### config.mk
export PLATFORM = sky130hd
export DESIGN_NAME = digit_scan_ctrl
export DESIGN_NICKNAME = d
export VERILOG_FILES = /design/src/rtl/scan_pkg.sv /design/src/rtl/digit_regfile.sv /design/src/rtl/digit_scan_ctrl.sv
export SDC_FILE = /design/constraint.sdc
export NUM_CORES = 1
export LEC_CHECK = 0
export CAP_MARGIN = 20
export CELL_PAD_IN_SITES_DETAIL_PLACEMENT = 1
export CELL_PAD_IN_SITES_GLOBAL_PLACEMENT = 1
export CORE_MARGIN = 1.5
export CORE_UTILIZATION = 49
export CTS_CLUSTER_SIZE = 8
export DETAILED_ROUTE_END_ITERATION = 10
export GPL_ROUTABILITY_DRIVEN = 1
export PLACE_DENSITY_LB_ADDON = 0.1
export SLEW_MARGIN = 20
export SYNTH_ARGS = -nofsm -noshare
export SYNTH_HDL_FRONTEND = slang
export SYNTH_SLANG_ARGS = --single-unit
### constraint.sdc
create_clock -name clk -period 7.3 [get_ports clk]
set_clock_uncertainty 0.05 [all_clocks]
set_input_delay 0.73 -clock clk [delete_from_list [all_inputs] [get_ports clk]]
set_output_delay 0.73 -clock clk [all_outputs]
set_load 0.05 [all_outputs]
### src/rtl/scan_pkg.sv
// Shared types and sizes for the seven-segment digit scanner.
package scan_pkg;

  typedef enum logic [1:0] {IDLE, BLANK, SHOW} scan_state_t;

  localparam int unsigned NDIG = 8;
  localparam int unsigned IDXW = 3;
  localparam int unsigned DW   = 4;
  localparam int unsigned PW   = 16;

endpackage

### src/rtl/digit_regfile.sv
// Eight 4-bit digit registers: synchronous write, combinational read with
// write-first bypass so a same-cycle write is seen by the reader.
module digit_regfile
  import scan_pkg::*;
(
  input  logic            i_clk,
  input  logic            i_rst,
  input  logic            i_wr_en,
  input  logic [IDXW-1:0] i_wr_addr,
  input  logic [DW-1:0]   i_wr_data,
  input  logic [IDXW-1:0] i_rd_addr,
  output logic [DW-1:0]   o_rd_data
);

  logic [DW-1:0] r_mem [NDIG];

  always_ff @(posedge i_clk) begin
    if (i_rst) begin
      for (int unsigned i = 0; i < NDIG; i++) begin
        r_mem[i] <= '0;
      end
    end else if (i_wr_en) begin
      r_mem[i_wr_addr] <= i_wr_data;
    end
  end

  always_comb begin
    o_rd_data = r_mem[i_rd_addr];
    if (i_wr_en && (i_wr_addr == i_rd_addr)) begin
      o_rd_data = i_wr_data;
    end
  end

endmodule

### src/rtl/digit_scan_ctrl.sv
// Time-slot scanner driving a 3-to-8 digit decoder: per-slot guard blank,
// per-digit mask, frame tick on the 7->0 index wrap.
module digit_scan_ctrl
  import scan_pkg::*;
#(
  parameter int DIV   = 4,
  parameter int GUARD = 1
)
(
  input  logic          clk,
  input  logic          rst,
  input  logic          en,
  input  logic          wr_en,
  input  logic [2:0]    wr_addr,
  input  logic [3:0]    wr_data,
  input  logic [7:0]    digit_mask,
  output logic          G1,
  output logic          not_G2,
  output logic          not_G3,
  output logic          A,
  output logic          B,
  output logic          C,
  output logic [3:0]    seg_code,
  output logic          frame_tick
);

  localparam logic [PW-1:0] LP_LAST = PW'(DIV - 1);

  scan_state_t     r_state, w_state_nxt;
  logic [PW-1:0]   r_presc, w_presc_nxt;
  logic [IDXW-1:0] r_index, w_index_nxt;
  logic            w_wrap;
  logic [DW-1:0]   w_rd_data;

  logic            r_g1;
  logic            r_ng;
  logic [IDXW-1:0] r_sel;
  logic [DW-1:0]   r_seg;
  logic            r_ft;

  digit_regfile u_regfile (
    .i_clk     (clk),
    .i_rst     (rst),
    .i_wr_en   (wr_en),
    .i_wr_addr (wr_addr),
    .i_wr_data (wr_data),
    .i_rd_addr (w_index_nxt),
    .o_rd_data (w_rd_data)
  );

  always_ff @(posedge clk) begin
    if (rst) begin
      r_state <= IDLE;
      r_presc <= '0;
      r_index <= '0;
    end else begin
      r_state <= w_state_nxt;
      r_presc <= w_presc_nxt;
      r_index <= w_index_nxt;
    end
  end

  // Slot phase alone decides BLANK vs SHOW, so IDLE start-up and slot
  // rollover share the same path through prescaler 0.
  always_comb begin
    w_state_nxt = IDLE;
    w_presc_nxt = '0;
    w_index_nxt = '0;
    w_wrap      = 1'b0;
    if (en) begin
      if (r_state != IDLE) begin
        if (r_presc == LP_LAST) begin
          w_index_nxt = r_index + 1'b1;
          w_wrap      = (r_index == IDXW'(NDIG - 1));
        end else begin
          w_presc_nxt = r_presc + 1'b1;
          w_index_nxt = r_index;
        end
      end
      w_state_nxt = (int'(w_presc_nxt) < GUARD) ? BLANK : SHOW;
    end
  end

  // Outputs are registered from the next-state decode so they line up
  // with the state they describe.
  always_ff @(posedge clk) begin
    if (rst) begin
      r_g1  <= 1'b0;
      r_ng  <= 1'b1;
      r_sel <= '0;
      r_seg <= '0;
      r_ft  <= 1'b0;
    end else begin
      r_g1  <= (w_state_nxt == SHOW) && digit_mask[w_index_nxt];
      r_ng  <= (w_state_nxt == IDLE);
      r_sel <= w_index_nxt;
      r_seg <= w_rd_data;
      r_ft  <= w_wrap;
    end
  end

  assign G1          = r_g1;
  assign not_G2      = r_ng;
  assign not_G3      = r_ng;
  assign {C, B, A}   = r_sel;
  assign seg_code    = r_seg;
  assign frame_tick  = r_ft;

endmodule

Word level (Yosys, flattened, before mapping):

Memories as Yosys holds them, arrays and structs flattened. A register that Yosys moved wholly into a read port is not among the register bits.
Cells that the tools add are included.

* flip-flop bits (word level): 24
* memory bits (writable): 32
* output and inout bits: 11
* word-level logic and storage cells: 41
* memories kept: 1

Memories
* u_regfile.r_mem: depth 8, width 4, rd ports 1, clocked after Yosys merged registers in 1, write ports 8, line digit_regfile.sv:15 `logic [DW-1:0] r_mem [NDIG];`

* add/subtract/negate cells: 2
* order comparisons: 2
* equal/unequal tests: 3
* mux-type cells: 18
* bitwise logic cells: 3
* reductions and logical operators: 6

Operators by type and width (count)
* 2-to-1 mux 16 bit: 3
* adder 16 x 1 -> 16 bit, second input constant: 1
* == test 16 x 2 -> 1 bit, second input constant: 1
* < comparator 16 x 1 -> 1 bit, second input constant: 1
* 2-to-1 mux 3 bit: 4
* OR reduction 4 bit: 2
* 2-to-1 mux 1 bit: 7
* < comparator 3 x 4 -> 1 bit, second input constant: 1
* 2-to-1 mux 2 bit: 2
* 2-to-1 mux 4 bit: 1
* adder 3 x 1 -> 3 bit, second input constant: 1
* binary-select mux 1 bit (select 3 bit): 1
* == test 3 bit, second input constant: 1
* inverter 1 bit: 3
* == test 2 bit, second input constant: 1
* logical NOT 2 bit: 1
* nonzero test 2 bit: 1
* OR reduction 2 bit: 1
* logical AND 1 bit: 1

Longest topological paths before layout:

Gate-level depths: netlist of run 1.

* depth in word-level cells: 9
* depth in mapped cells: 10
* mapped depth without buffers: 8

Modules after synthesis:

A second synthesis of run 1 with hierarchy kept.

* cells, all modules: 279
* area, all modules: 3228.1 um^2

Modules (own cells, without submodules)
* digit_regfile: times used 1, cells an instance 107, area each 1640.3 um^2, seq. area each 960.9 um^2
* digit_scan_ctrl: times used 1, cells an instance 172, area each 1587.8 um^2, seq. area each 560.5 um^2

Least setup slack after synthesis of run 1:

OpenSTA, ideal clock, no wires.

* kind: register -> register
* start point: register r_sel[0] (netlist name)
* end point: register r_seg[2], in the netlist seg_code[2], read port of u_regfile.r_mem
* arrival: 2.402 ns
* required time: 7.176 ns
* setup slack: 4.775 ns
* stages on the path, launching flop included: 10
* clock period less this slack: 2.525 ns
* cells stage by stage: dfxtp_1 > ha_1 > ha_1 > clkbuf_1 > nand3_1 > or2_1 > a21boi_2 > a2111oi_2 > or4_4 > o22ai_2

RTL lines
* end: declaration: line digit_scan_ctrl.sv:38 `logic [DW-1:0] r_seg;`

Worst setup path in the final report of run 1:

* start point: register r_presc[0]
* end point: register r_seg[2], in the netlist seg_code[2], read port of u_regfile.r_mem

* longest elaborated chain between the ends: 4

Ends and longest elaborated chain
* start: declaration: line digit_scan_ctrl.sv:30 `logic [PW-1:0] r_presc, w_presc_nxt;`
* start signal: assignment: line digit_scan_ctrl.sv:58 `r_presc <= w_presc_nxt;`
* == test 16 x 2 -> 1 bit: line digit_scan_ctrl.sv:72 `if (r_presc == LP_LAST) begin`
* 2-to-1 mux 3 bit: line digit_scan_ctrl.sv:72
* 2-to-1 mux 3 bit: line digit_scan_ctrl.sv:71 `if (r_state != IDLE) begin`
* 2-to-1 mux 3 bit: line digit_scan_ctrl.sv:70 `if (en) begin`

Every way passes these cells.
A chain may end at the register's enable or synchronous reset.

==> results_tabular.tex, run 1 <==
\begin{tabular}{lr}
\hline
Metric & Value \\
\hline
\multicolumn{2}{l}{\textbf{Worst setup path}} \\
\quad Count of buffering cells on the critical path with inverters included & 0 \\
\quad Reg-to-Reg Start & r\_presc[0] \\
\quad Worst-path cell chain & ha\_1, nor4b\_4, and2\_1, a21boi\_2, nor2\_2, a2111oi\_2, or4\_4, o22ai\_2 \\
\quad Maximum cell stage delay along the critical path & approximately 0.52 ns \\
\quad CP Max Fanout & 11 \\
\quad Number of cells traversed by the worst register-to-register path & 8 \\
\quad Arrival time reported for the critical path endpoint & between 3 and 4 ns \\
\quad Critical path startpoint category & flop \\
\quad Startpoint-to-endpoint class of the critical path & reg2reg \\
\quad Critical path's top delay family & simple AND/OR/NAND/NOR gates \\
\quad Endpoint kind of the worst setup timing path & flop \\
\quad Number of logic stages on the critical path including buffering & 8 \\
\quad Worst setup startpoint & r\_presc[0] \\
\quad Internal reg-to-reg setup slack & roughly 4.3 ns \\
\quad Crit Reg-Reg Endpoint & seg\_code[2] \\
\quad Capturing instance or port of the critical path & seg\_code[2] \\
\quad Highest-delay cell along the critical path & sky130\_fd\_sc\_hd\_\_nor2\_2 \\
\quad Endpoint required time on the critical path & approximately 7.5 ns \\
\multicolumn{2}{l}{\textbf{Layout}} \\
\quad Number of antenna diodes & 0 \\
\quad Synthesis-to-layout area growth & 14.64\% \\
\quad Proportion of layout cells with a drive suffix above 1 & 13.07\% \\
\quad Number of standard cells in the final layout excluding fillers & around 430 \\
\quad Most common cell after layout, fill and taps aside & sky130\_fd\_sc\_hd\_\_edfxtp\_1 \\
\quad Final instance area & between 0.003 and 0.004 mm² \\
\quad Most frequent cells in the layout & sky130\_fd\_sc\_hd\_\_edfxtp\_1, sky130\_fd\_sc\_hd\_\_nor2\_1, sky130\_fd\_sc\_hd\_\_clkdlybuf4s50\_1 \\
\quad Filler instances & approximately 700 \\
\quad Number of nets in the finished design & 369 \\
\multicolumn{2}{l}{\textbf{Logic synthesis}} \\
\quad Share of the synthesized area in the top cell type & between 20 and 30\% \\
\quad Number of library cell types mapped by synthesis & 72 \\
\quad Sequential fraction of the synthesis area & about 46\% \\
\quad Library cell with the largest summed area after synthesis & sky130\_fd\_sc\_hd\_\_edfxtp\_1 \\
\quad Number of flops mapped to enable cells by yosys & 32 \\
\quad Post-synthesis net count & 350 \\
\quad Biggest area contributors in the synthesized netlist & sky130\_fd\_sc\_hd\_\_edfxtp\_1, sky130\_fd\_sc\_hd\_\_dfxtp\_1, sky130\_fd\_sc\_hd\_\_nor3\_1, sky130\_fd\_sc\_hd\_\_nor2\_1, sky130\_fd\_sc\_hd\_\_xnor2\_1 \\
\quad Synthesized area divided by synthesized cell count & 10.03 µm² \\
\quad Post-Synthesis Cell Area & roughly 0.0033 mm² \\
\quad Ys Warns & 0 \\
\quad Gate count after technology mapping & about 330 \\
\quad FF+latch count, synth & 60 \\
\quad Top flip-flop cell by instance count after synthesis & sky130\_fd\_sc\_hd\_\_edfxtp\_1 \\
\quad Share of flip-flops with an asynchronous set or reset & 0\% \\
\multicolumn{2}{l}{\textbf{Drt}} \\
\quad First DRT Iteration DRCs & around 160 \\
\quad DR WL/cell & $\sim$20 µm \\
\quad Wirelength, routed & 8639 µm \\
\quad Vias/cell & approximately 6.2 \\
\quad Residual DRC count & 3 \\
\quad Total vias in the final route & 2655 \\
\quad Post-DRT Antenna Nets & 0 \\
\quad TritonRoute pass-1 iters & 7 \\
\multicolumn{2}{l}{\textbf{CTS}} \\
\quad TritonCTS clock tree & yes \\
\quad Clock sinks & 60 \\
\quad CTS-repair resized insts & 0 \\
\quad Number of H-tree branching levels & 3 \\
\quad Buffers from clock root to sink, at most & 2 \\
\quad Clock tree root buffer cell & sky130\_fd\_sc\_hd\_\_clkbuf\_8 \\
\quad Latest clock arrival within the worst-skew pair & about 0.34 ns \\
\quad Buffer count from post-CTS setup fixing & 0 \\
\quad CTS Hold Buffers Added & 0 \\
\quad Clock buffers created by TritonCTS & 9 \\
\quad Clock-pin slew on the worst setup and hold paths & around 0.07 ns \\
\multicolumn{2}{l}{\textbf{Floorplan}} \\
\quad \# rows & 29 \\
\quad Number of primary I/O pins & 30 \\
\quad Die area & around 0.0072 mm² \\
\quad Die Y & between 80 and 90 µm \\
\quad Horizontal die dimension & roughly 85 µm \\
\quad Core area & 0.006422 mm² \\
\quad Effective utilization at floorplan & roughly 51\% \\
\multicolumn{2}{l}{\textbf{Placed design}} \\
\quad Number of placed instances with taps included & $\sim$410 \\
\quad Port bufs & 29 \\
\quad HPWL after detailed placement & $\sim$6300 µm \\
\quad Routability Congestion & between 0.8 and 0.9 \\
\quad Pre-CTS WS & just over 4 ns \\
\quad Area of placed instances & roughly 0.0035 mm² \\
\multicolumn{2}{l}{\textbf{GRT}} \\
\quad First-pass GRT wire length & roughly 14000 µm \\
\quad Residual overflow from global routing & 0 \\
\quad Global-route usage over all layers & roughly 25\% \\
\quad Largest net degree at the start of global routing & 21 \\
\quad Number of antenna violations at the first check in global routing & 0 \\
\quad Number of global-route vias before repair & 2651 \\
\multicolumn{2}{l}{\textbf{STA}} \\
\quad Total Neg Setup Slack & 0 ns \\
\quad Smallest setup slack after layout & 4.296 ns \\
\quad Post-route fraction of the period consumed by the critical path & roughly two fifths \\
\quad Slew Limit Headroom & 52.40\% \\
\quad Final-report hold violation count & 0 \\
\quad Setup-failing EPs final & 0 \\
\quad Transition time at the pin with the least slew margin & around 0.7 ns \\
\quad Worst Hold Margin & $\sim$0.45 ns \\
\quad Number of pins with negative max-slew slack in the final report & 0 \\
\quad Highest achievable clock rate & between 0.3 and 0.4 GHz \\
\quad Setup repair after global routing missed its margin & no \\
\quad Final critical path time including I/O delays and setup & 3.004 ns \\
\multicolumn{2}{l}{\textbf{Outcome}} \\
\quad Status & finished with violations \\
\quad Failing checks & design-rule violations \\
\multicolumn{2}{l}{\textbf{Power}} \\
\quad Leakage & between 1 and 1.5 nW \\
\quad IR Drop Worst-Case VDD & around 0.00013 V \\
\quad Total power per unit cell area & between 200 and 250 mW/mm² \\
\multicolumn{2}{l}{\textbf{Flow run}} \\
\quad Max-cap viol count & 0 \\
\multicolumn{2}{l}{\textbf{Worst hold path}} \\
\quad Worst hold path class & reg2reg \\
\hline
\end{tabular}
## cell usage after synthesis, types with 5 or more instances
cell,instances
sky130_fd_sc_hd__edfxtp_1,32
sky130_fd_sc_hd__o21ai_0,9
sky130_fd_sc_hd__nand2_1,19
sky130_fd_sc_hd__clkbuf_1,10
sky130_fd_sc_hd__nor2_1,31
sky130_fd_sc_hd__dfxtp_1,28
sky130_fd_sc_hd__a211oi_1,5
sky130_fd_sc_hd__xor2_1,7
sky130_fd_sc_hd__nand4_1,5
sky130_fd_sc_hd__mux2i_1,5
sky130_fd_sc_hd__nor3_1,27
sky130_fd_sc_hd__nand3_1,16
sky130_fd_sc_hd__xnor2_1,11
sky130_fd_sc_hd__and3_1,8
sky130_fd_sc_hd__a21oi_1,5
sky130_fd_sc_hd__nor4_1,10
## stage by stage
step / power, W / utilization, %
2_1_floorplan: 0.0004161 / -
3_3_place_gp: 0.0004409 / 55.23
3_5_place_dp: 0.0004436 / 55.23
4_1_cts: 0.0007800 / 58.74
5_1_grt: 0.0007970 / 58.74
6_report: 0.0007711 / 58.74
## area by class of cell
cell class                      instances  area [µm²]  area share (%)
Multi-Input combinational cell        239        1609           42.65
Inverter                                8       30.03          0.7960
Sequential cell                        60        1521           40.33
Tap cell                               77       96.34           2.554
Clock inverter                          7       101.3           2.687
Clock buffer                            9       123.9           3.284
Timing Repair Buffer                   29       290.3           7.695
## registers in the layout, summed over array words and instances (netlist names)
name,cells
G1,1
frame_tick,1
not_G2,1
r_presc,16
r_sel,3
r_state,2
seg_code,4
u_regfile.r_mem,32
## cells by family (layout without fill, tap and decap cells)
family / after synthesis / in the layout / synth area share [%]
and+or+nand+nor: 149 / 149 / 24.94
AOI/OAI and AO/OA: 60 / 60 / 14.98
DFF: 60 / 60 / 46.24
buffers and inverters: 29 / 53 / 4.866
xor gates and xnor gates: 19 / 19 / 5.285
muxes: 8 / 8 / 2.548
adders and majority gates: 3 / 3 / 1.141
## worst min path at each step
stage                     startpoint          to  slack, ns  depth (start not counted)
after CTS                 r_presc[0]  r_presc[0]       0.45                          1
final                     r_presc[0]  r_presc[0]       0.45                          1
after detailed placement  r_presc[0]  r_presc[0]       0.43                          1
after floorplan           r_presc[0]  r_presc[0]       0.39                          1
after global placement    r_presc[0]  r_presc[0]       0.42                          1
after global routing      r_presc[0]  r_presc[0]       0.48                          1
## power breakdown
part	total [W]	internal, W	switching [W]
Sequential	0.000377	0.000369	0.00000742
Clock	0.000334	0.000194	0.000141
Combinational	0.0000603	0.0000234	0.0000369
## per-layer routing
metal	track usage, %	routed length (µm)	up-vias
li1	-	-	1271
met1	35.77	4012	1305
met2	39.83	4047	73
met3	5.156	484	6
met4	7.601	95	0
met5	0	0	-
Note: power is estimated with default switching activity, not from simulation.
==> inputs of run 2 (changes only) <==
- CORE_UTILIZATION: 49 -> 45
- clock period: 7.3 -> 3.06 ns (I/O delays scaled with it)
==> run 2 against run 1 <==
  * The run now ends clean
  * Sequential power up 140%
  * First-iteration DRC count is 27% higher
  * Cell area rose by 1.2%
  * Critical path type unchanged
  * Critical endpoint is now seg_code[3]
==> results_tabular.tex, run 2 (synthesized netlist as in run 1, its figures left out) <==
\begin{tabular}{lr}
\hline
Metric & Value \\
\hline
\multicolumn{2}{l}{\textbf{Outcome}} \\
\quad Status & finished, final reports clean (was finished with violations) \\
\multicolumn{2}{l}{\textbf{GRT}} \\
\quad Number of global-route vias before repair & 2599 (was 2651) \\
\quad Global-route usage over all layers & 24.23\% (was 25.45\%) \\
\quad Number of antenna violations at the first check in global routing & 0 (unchanged) \\
\quad First-pass GRT wire length & 13910 µm (was 13970 µm) \\
\quad Largest net degree at the start of global routing & 21 (unchanged) \\
\quad Residual overflow from global routing & 0 (unchanged) \\
\multicolumn{2}{l}{\textbf{STA}} \\
\quad Transition time at the pin with the least slew margin & 0.6827 ns (was 0.7140 ns) \\
\quad Setup-failing EPs final & 0 (unchanged) \\
\quad Final-report hold violation count & 0 (unchanged) \\
\quad Post-route fraction of the period consumed by the critical path & 88.43\% (was 41.16\%) \\
\quad Setup repair after global routing missed its margin & no (unchanged) \\
\quad Highest achievable clock rate & 0.3696 GHz (was 0.3329 GHz) \\
\quad Number of pins with negative max-slew slack in the final report & 0 (unchanged) \\
\quad Slew Limit Headroom & 54.10\% (was 52.40\%) \\
\quad Smallest setup slack after layout & 0.3541 ns (was 4.296 ns) \\
\quad Total Neg Setup Slack & 0 ns (unchanged) \\
\quad Worst Hold Margin & 0.4771 ns (was 0.4472 ns) \\
\quad Final critical path time including I/O delays and setup & 2.706 ns (was 3.004 ns) \\
\multicolumn{2}{l}{\textbf{Layout}} \\
\quad Most frequent cells in the layout & sky130\_fd\_sc\_hd\_\_edfxtp\_1, sky130\_fd\_sc\_hd\_\_nor2\_1, sky130\_fd\_sc\_hd\_\_clkdlybuf4s50\_1 (unchanged) \\
\quad Top reg by flops & u\_regfile.r\_mem (unchanged) \\
\quad Number of nets in the finished design & 375 (was 369) \\
\quad Number of antenna diodes & 0 (unchanged) \\
\quad Synthesis-to-layout area growth & 16.01\% (was 14.64\%) \\
\quad Proportion of layout cells with a drive suffix above 1 & 14.53\% (was 13.07\%) \\
\quad Number of flip-flops in the largest register & 32 (unchanged) \\
\quad Most common cell after layout, fill and taps aside & sky130\_fd\_sc\_hd\_\_edfxtp\_1 (unchanged) \\
\multicolumn{2}{l}{\textbf{Worst hold path}} \\
\quad Min-Delay Startpoint & r\_presc[0] (unchanged) \\
\quad Hold Path Cell Cnt & 1 (unchanged) \\
\quad Worst hold path class & reg2reg (unchanged) \\
\multicolumn{2}{l}{\textbf{Worst setup path}} \\
\quad CP Max Fanout & 11 (unchanged) \\
\quad Startpoint-to-endpoint class of the critical path & reg2reg (unchanged) \\
\quad Reg-to-Reg Start & r\_presc[0] (unchanged) \\
\quad Arrival time reported for the critical path endpoint & 2.88 ns (was 3.22 ns) \\
\quad Critical path startpoint category & flop (unchanged) \\
\quad Number of cells traversed by the worst register-to-register path & 9 (was 8) \\
\quad Worst setup startpoint & r\_presc[0] (unchanged) \\
\quad Internal reg-to-reg setup slack & 0.35 ns (was 4.30 ns) \\
\quad Endpoint kind of the worst setup timing path & flop (unchanged) \\
\quad Endpoint required time on the critical path & 3.24 ns (was 7.52 ns) \\
\multicolumn{2}{l}{\textbf{Placed design}} \\
\quad Pre-CTS WS & 0.3555 ns (was 4.112 ns) \\
\quad HPWL after detailed placement & 6220 µm (was 6309 µm) \\
\quad Routability Congestion & 0.8453 (was 0.8875) \\
\quad Port bufs & 29 (unchanged) \\
\multicolumn{2}{l}{\textbf{Power}} \\
\quad IR Drop Worst-Case VDD & 0.0002915 V (was 0.0001308 V) \\
\quad Share of total power in combinational logic & 8.4\% (was 7.8\%) \\
\quad Portion of total power attributed to the clock network & 40.7\% (was 43.3\%) \\
\quad Leakage & 1.250 nW (was 1.240 nW) \\
\quad Share of total power consumed by net switching & 25.47\% (was 23.97\%) \\
\quad Switching power of the nets & 0.0004502 W (was 0.0001848 W) \\
\quad Total power per unit cell area & 463.0 mW/mm² (was 204.4 mW/mm²) \\
\quad Share of total power in sequential cells & 50.9\% (was 48.9\%) \\
\quad Internal power component & 0.001317 W (was 0.0005862 W) \\
\multicolumn{2}{l}{\textbf{CTS}} \\
\quad CTS-repair resized insts & 0 (unchanged) \\
\quad Number of H-tree branching levels & 3 (unchanged) \\
\quad Clock buffers created by TritonCTS & 9 (unchanged) \\
\quad Clock tree root buffer cell & sky130\_fd\_sc\_hd\_\_clkbuf\_8 (unchanged) \\
\quad Clock-pin slew on the worst setup and hold paths & 0.08 ns (was 0.07 ns) \\
\quad Buffers from clock root to sink, at most & 2 (unchanged) \\
\quad Buffer count from post-CTS setup fixing & 0 (unchanged) \\
\quad Clock sinks & 60 (unchanged) \\
\quad Latest clock arrival within the worst-skew pair & 0.34 ns (about the same) \\
\quad CTS Hold Buffers Added & 0 (unchanged) \\
\quad TritonCTS clock tree & yes (unchanged) \\
\multicolumn{2}{l}{\textbf{Drt}} \\
\quad Total vias in the final route & 2642 (was 2655) \\
\quad DR WL/cell & 19.16 µm (was 20.14 µm) \\
\quad Post-DRT Antenna Nets & 0 (unchanged) \\
\quad Residual DRC count & 0 (was 3) \\
\quad TritonRoute pass-1 iters & 4 (was 7) \\
\quad First DRT Iteration DRCs & 199 (was 157) \\
\quad Vias/cell & 5.819 (was 6.189) \\
\quad Wirelength, routed & 8697 µm (was 8639 µm) \\
\multicolumn{2}{l}{\textbf{Floorplan}} \\
\quad \# rows & 30 (was 29) \\
\quad Effective utilization at floorplan & 47.39\% (was 51.24\%) \\
\quad Horizontal die dimension & 88.52 µm (was 84.95 µm) \\
\quad Number of primary I/O pins & 30 (unchanged) \\
\quad Die area & 0.007835 mm² (was 0.007217 mm²) \\
\quad Core area & 0.006944 mm² (was 0.006422 mm²) \\
\quad Die Y & 88.52 µm (was 84.95 µm) \\
\multicolumn{2}{l}{\textbf{Flow run}} \\
\quad Max-cap viol count & 0 (unchanged) \\
\hline
\end{tabular}
-- run 2: changes by cell type in the layout (fill, tap and decap cells not counted) --
cell / change
sky130_fd_sc_hd__clkinv_4: -1
sky130_fd_sc_hd__bufinv_16: -1
sky130_fd_sc_hd__buf_4: +6
sky130_fd_sc_hd__clkinvlp_4: +2
-- run 2: critical path: stages, from the launching register on --
cell	delay (ns)
sky130_fd_sc_hd__dfxtp_1	0.41
sky130_fd_sc_hd__ha_1	0.28
sky130_fd_sc_hd__nor4b_4	0.32
sky130_fd_sc_hd__and2_1	0.40
sky130_fd_sc_hd__a21boi_2	0.13
sky130_fd_sc_hd__nor2_2	0.12
sky130_fd_sc_hd__buf_4	0.21
sky130_fd_sc_hd__mux2_2	0.36
sky130_fd_sc_hd__a22oi_1	0.21
sky130_fd_sc_hd__a31oi_1	0.10
-- run 2: through the flow --
stage	area, µm²	utilization (%)	power [W]	instances
global placement	3616	52.07	0.001060	438
finish	3817	54.97	0.001768	454
global route	3817	54.97	0.001834	454
detailed placement	3616	52.07	0.001063	438
CTS	3817	54.97	0.001784	454
floorplan	3291	-	0.0009927	328
-- run 2: power groups by stage --
stage                     registers (W)  clock network, W  logic [W]
after CTS                      0.000899          0.000736   0.000149
after floorplan                0.000922                 0  0.0000707
after global routing           0.000902          0.000773   0.000159
after detailed placement       0.000916                 0   0.000147
final                          0.000900          0.000719   0.000149
after global placement         0.000917                 0   0.000143
-- run 2: path summary, 6_finish.rpt --
path | to
worst max-delay path | seg_code[3]
worst min-delay path | r_presc[0]
worst max register to register | seg_code[3]
worst min register to register | r_presc[0]
-- run 2: final cells by class --
| type | count | area (µm²) |
|---|---|---|
| Clock buffer | 9 | 123.9 |
| Clock inverter | 7 | 77.57 |
| Fill cell | 785 | 3127 |
| Inverter | 8 | 30.03 |
| Multi-Input combinational cell | 239 | 1609 |
| Sequential cell | 60 | 1521 |
| Tap cell | 96 | 120.1 |
| Timing Repair Buffer | 35 | 335.3 |
-- run 2: routing by layer --
metal / track usage, % / wire (µm)
met5: 0 / 0
met2: 36.09 / 3872
met1: 35.20 / 4235
met4: 7.955 / 121
met3: 5.131 / 467
==> inputs of run 3 (changes only) <==
- PLACE_DENSITY_LB_ADDON: 0.1 -> 0.25
==> run 3 against run 2 <==
  * Fmax fell by 6.3%
  * Global-route usage rose by 0.57 points
  * Sequential power barely moved
  * Routed wire length rose by 2.7%
  * Combinational power barely moved
  * Via count rose by 2.4%
  * Critical path type unchanged
  * Highest routed layer unchanged
==> results_tabular.tex, run 3 (synthesized netlist as in run 1, its figures left out) <==
\begin{tabular}{lr}
\hline
Metric & Value \\
\hline
\multicolumn{2}{l}{\textbf{Outcome}} \\
\quad Status & finished, final reports clean (unchanged) \\
\multicolumn{2}{l}{\textbf{Worst setup path}} \\
\quad Number of cells traversed by the worst register-to-register path & 9 (unchanged) \\
\quad Internal reg-to-reg setup slack & 0.17 ns (was 0.35 ns) \\
\quad Maximum cell stage delay along the critical path & 0.42 ns (was 0.41 ns) \\
\quad Number of logic stages on the critical path including buffering & 9 (unchanged) \\
\quad Critical path startpoint category & flop (unchanged) \\
\quad Endpoint kind of the worst setup timing path & flop (unchanged) \\
\quad Count of buffering cells on the critical path with inverters included & 1 (unchanged) \\
\quad Crit Reg-Reg Endpoint & seg\_code[3] (unchanged) \\
\quad Reg-to-Reg Start & r\_presc[0] (unchanged) \\
\quad Worst-path cell chain & ha\_1, nor4b\_4, and2\_1, a21boi\_2, nor2\_2, buf\_4, mux2\_2, a22oi\_1, a31oi\_1 (unchanged) \\
\quad Critical path's top delay family & simple AND/OR/NAND/NOR gates (unchanged) \\
\quad Highest-delay cell along the critical path & sky130\_fd\_sc\_hd\_\_and2\_1 (was sky130\_fd\_sc\_hd\_\_dfxtp\_1) \\
\quad Arrival time reported for the critical path endpoint & 3.06 ns (was 2.88 ns) \\
\quad CP Max Fanout & 11 (unchanged) \\
\quad Startpoint-to-endpoint class of the critical path & reg2reg (unchanged) \\
\quad Capturing instance or port of the critical path & seg\_code[3] (unchanged) \\
\quad Endpoint required time on the critical path & 3.24 ns (about the same) \\
\quad Worst setup startpoint & r\_presc[0] (unchanged) \\
\multicolumn{2}{l}{\textbf{CTS}} \\
\quad Buffer count from post-CTS setup fixing & 0 (unchanged) \\
\quad Clock sinks & 60 (unchanged) \\
\quad CTS-repair resized insts & 0 (unchanged) \\
\quad Clock tree root buffer cell & sky130\_fd\_sc\_hd\_\_clkbuf\_8 (unchanged) \\
\quad Clock-pin slew on the worst setup and hold paths & 0.08 ns (about the same) \\
\quad TritonCTS clock tree & yes (unchanged) \\
\quad CTS Hold Buffers Added & 0 (unchanged) \\
\quad Clock buffers created by TritonCTS & 9 (unchanged) \\
\quad Latest clock arrival within the worst-skew pair & 0.36 ns (was 0.34 ns) \\
\quad Buffers from clock root to sink, at most & 2 (unchanged) \\
\quad Number of H-tree branching levels & 3 (unchanged) \\
\multicolumn{2}{l}{\textbf{STA}} \\
\quad Transition time at the pin with the least slew margin & 0.7092 ns (was 0.6827 ns) \\
\quad Final critical path time including I/O delays and setup & 2.887 ns (was 2.706 ns) \\
\quad Smallest setup slack after layout & 0.1731 ns (was 0.3541 ns) \\
\quad Total Neg Setup Slack & 0 ns (unchanged) \\
\quad Worst Hold Margin & 0.4414 ns (was 0.4771 ns) \\
\quad Setup repair after global routing missed its margin & no (unchanged) \\
\quad Post-route fraction of the period consumed by the critical path & 94.34\% (was 88.43\%) \\
\quad Slew Limit Headroom & 52.31\% (was 54.10\%) \\
\quad Highest achievable clock rate & 0.3464 GHz (was 0.3696 GHz) \\
\quad Final-report hold violation count & 0 (unchanged) \\
\quad Setup-failing EPs final & 0 (unchanged) \\
\quad Number of pins with negative max-slew slack in the final report & 0 (unchanged) \\
\multicolumn{2}{l}{\textbf{Power}} \\
\quad IR Drop Worst-Case VDD & 0.0002972 V (was 0.0002915 V) \\
\quad Leakage & 1.256 nW (was 1.250 nW) \\
\quad Total power per unit cell area & 475.3 mW/mm² (was 463.0 mW/mm²) \\
\multicolumn{2}{l}{\textbf{Layout}} \\
\quad Most common cell after layout, fill and taps aside & sky130\_fd\_sc\_hd\_\_edfxtp\_1 (unchanged) \\
\quad Number of nets in the finished design & 374 (was 375) \\
\quad Number of antenna diodes & 0 (unchanged) \\
\quad Number of standard cells in the final layout excluding fillers & 453 (was 454) \\
\quad Most frequent cells in the layout & sky130\_fd\_sc\_hd\_\_edfxtp\_1, sky130\_fd\_sc\_hd\_\_nor2\_1, sky130\_fd\_sc\_hd\_\_clkdlybuf4s50\_1 (unchanged) \\
\quad Top reg by flops & u\_regfile.r\_mem (unchanged) \\
\quad Synthesis-to-layout area growth & 15.93\% (was 16.01\%) \\
\quad Number of flip-flops in the largest register & 32 (unchanged) \\
\quad Proportion of layout cells with a drive suffix above 1 & 14.29\% (was 14.53\%) \\
\multicolumn{2}{l}{\textbf{GRT}} \\
\quad Number of antenna violations at the first check in global routing & 0 (unchanged) \\
\quad Residual overflow from global routing & 0 (unchanged) \\
\quad Global-route usage over all layers & 24.80\% (was 24.23\%) \\
\quad Number of global-route vias before repair & 2727 (was 2599) \\
\quad Largest net degree at the start of global routing & 21 (unchanged) \\
\quad First-pass GRT wire length & 14170 µm (was 13910 µm) \\
\multicolumn{2}{l}{\textbf{Drt}} \\
\quad DR WL/cell & 19.72 µm (was 19.16 µm) \\
\quad Total vias in the final route & 2706 (was 2642) \\
\quad Residual DRC count & 0 (unchanged) \\
\quad Vias/cell & 5.974 (was 5.819) \\
\quad First DRT Iteration DRCs & 131 (was 199) \\
\quad Post-DRT Antenna Nets & 0 (unchanged) \\
\quad TritonRoute pass-1 iters & 4 (unchanged) \\
\quad Wirelength, routed & 8932 µm (was 8697 µm) \\
\multicolumn{2}{l}{\textbf{Floorplan}} \\
\quad Effective utilization at floorplan & 47.39\% (unchanged) \\
\quad Core area & 0.006944 mm² (unchanged) \\
\quad Die area & 0.007835 mm² (unchanged) \\
\quad \# rows & 30 (unchanged) \\
\quad Horizontal die dimension & 88.52 µm (unchanged) \\
\quad Number of primary I/O pins & 30 (unchanged) \\
\quad Die Y & 88.52 µm (unchanged) \\
\multicolumn{2}{l}{\textbf{Placed design}} \\
\quad Routability Congestion & 0.8034 (was 0.8453) \\
\quad HPWL after detailed placement & 6503 µm (was 6220 µm) \\
\quad Pre-CTS WS & 0.2457 ns (was 0.3555 ns) \\
\quad Number of placed instances with taps included & 437 (was 438) \\
\quad Port bufs & 29 (unchanged) \\
\multicolumn{2}{l}{\textbf{Worst hold path}} \\
\quad Worst hold path class & reg2reg (unchanged) \\
\multicolumn{2}{l}{\textbf{Flow run}} \\
\quad Max-cap viol count & 0 (unchanged) \\
\hline
\end{tabular}
==> run 3: report_power, final <==
group / total [W] / switching [W] / internal, W
Sequential: 0.000899 / 0.0000186 / 0.000881
Clock: 0.000766 / 0.000377 / 0.000390
Combinational: 0.000148 / 0.0000897 / 0.0000579
==> run 3: worst min-delay path by stage <==
stage | from | end | cells after the start
2_1_floorplan | rst | r_sel[0] | 1
5_1_grt | r_presc[0] | r_presc[0] | 1
3_3_place_gp | r_presc[0] | r_presc[0] | 1
4_1_cts | r_presc[0] | r_presc[0] | 1
3_5_place_dp | r_presc[0] | r_presc[0] | 1
6_report | r_presc[0] | r_presc[0] | 1
==> run 3: area by class of cell <==
cell class | count | area [µm²]
Clock buffer | 9 | 123.9
Clock inverter | 7 | 82.58
Fill cell | 767 | 3129
Inverter | 8 | 30.03
Multi-Input combinational cell | 239 | 1609
Sequential cell | 60 | 1521
Tap cell | 96 | 120.1
Timing Repair Buffer | 34 | 327.8
==> run 3: per-layer routing <==
metal,GRT usage [%],vias to the layer above,share of wire (%)
met1,32.96,1344,47
li1,-,1286,-
met4,8.807,0,1.7
met5,0,-,0
met3,5.037,17,3.8
met2,40.39,59,47
==> run 3: stage by stage <==
| step | instance area (µm²) | util, % | total power [W] |
|---|---|---|---|
| after floorplan | 3291 | - | 0.0009927 |
| after detailed placement | 3608 | 51.96 | 0.001064 |
| final | 3815 | 54.94 | 0.001813 |
| after global routing | 3815 | 54.94 | 0.001865 |
| after CTS | 3815 | 54.94 | 0.001826 |
| after global placement | 3608 | 51.96 | 0.001057 |
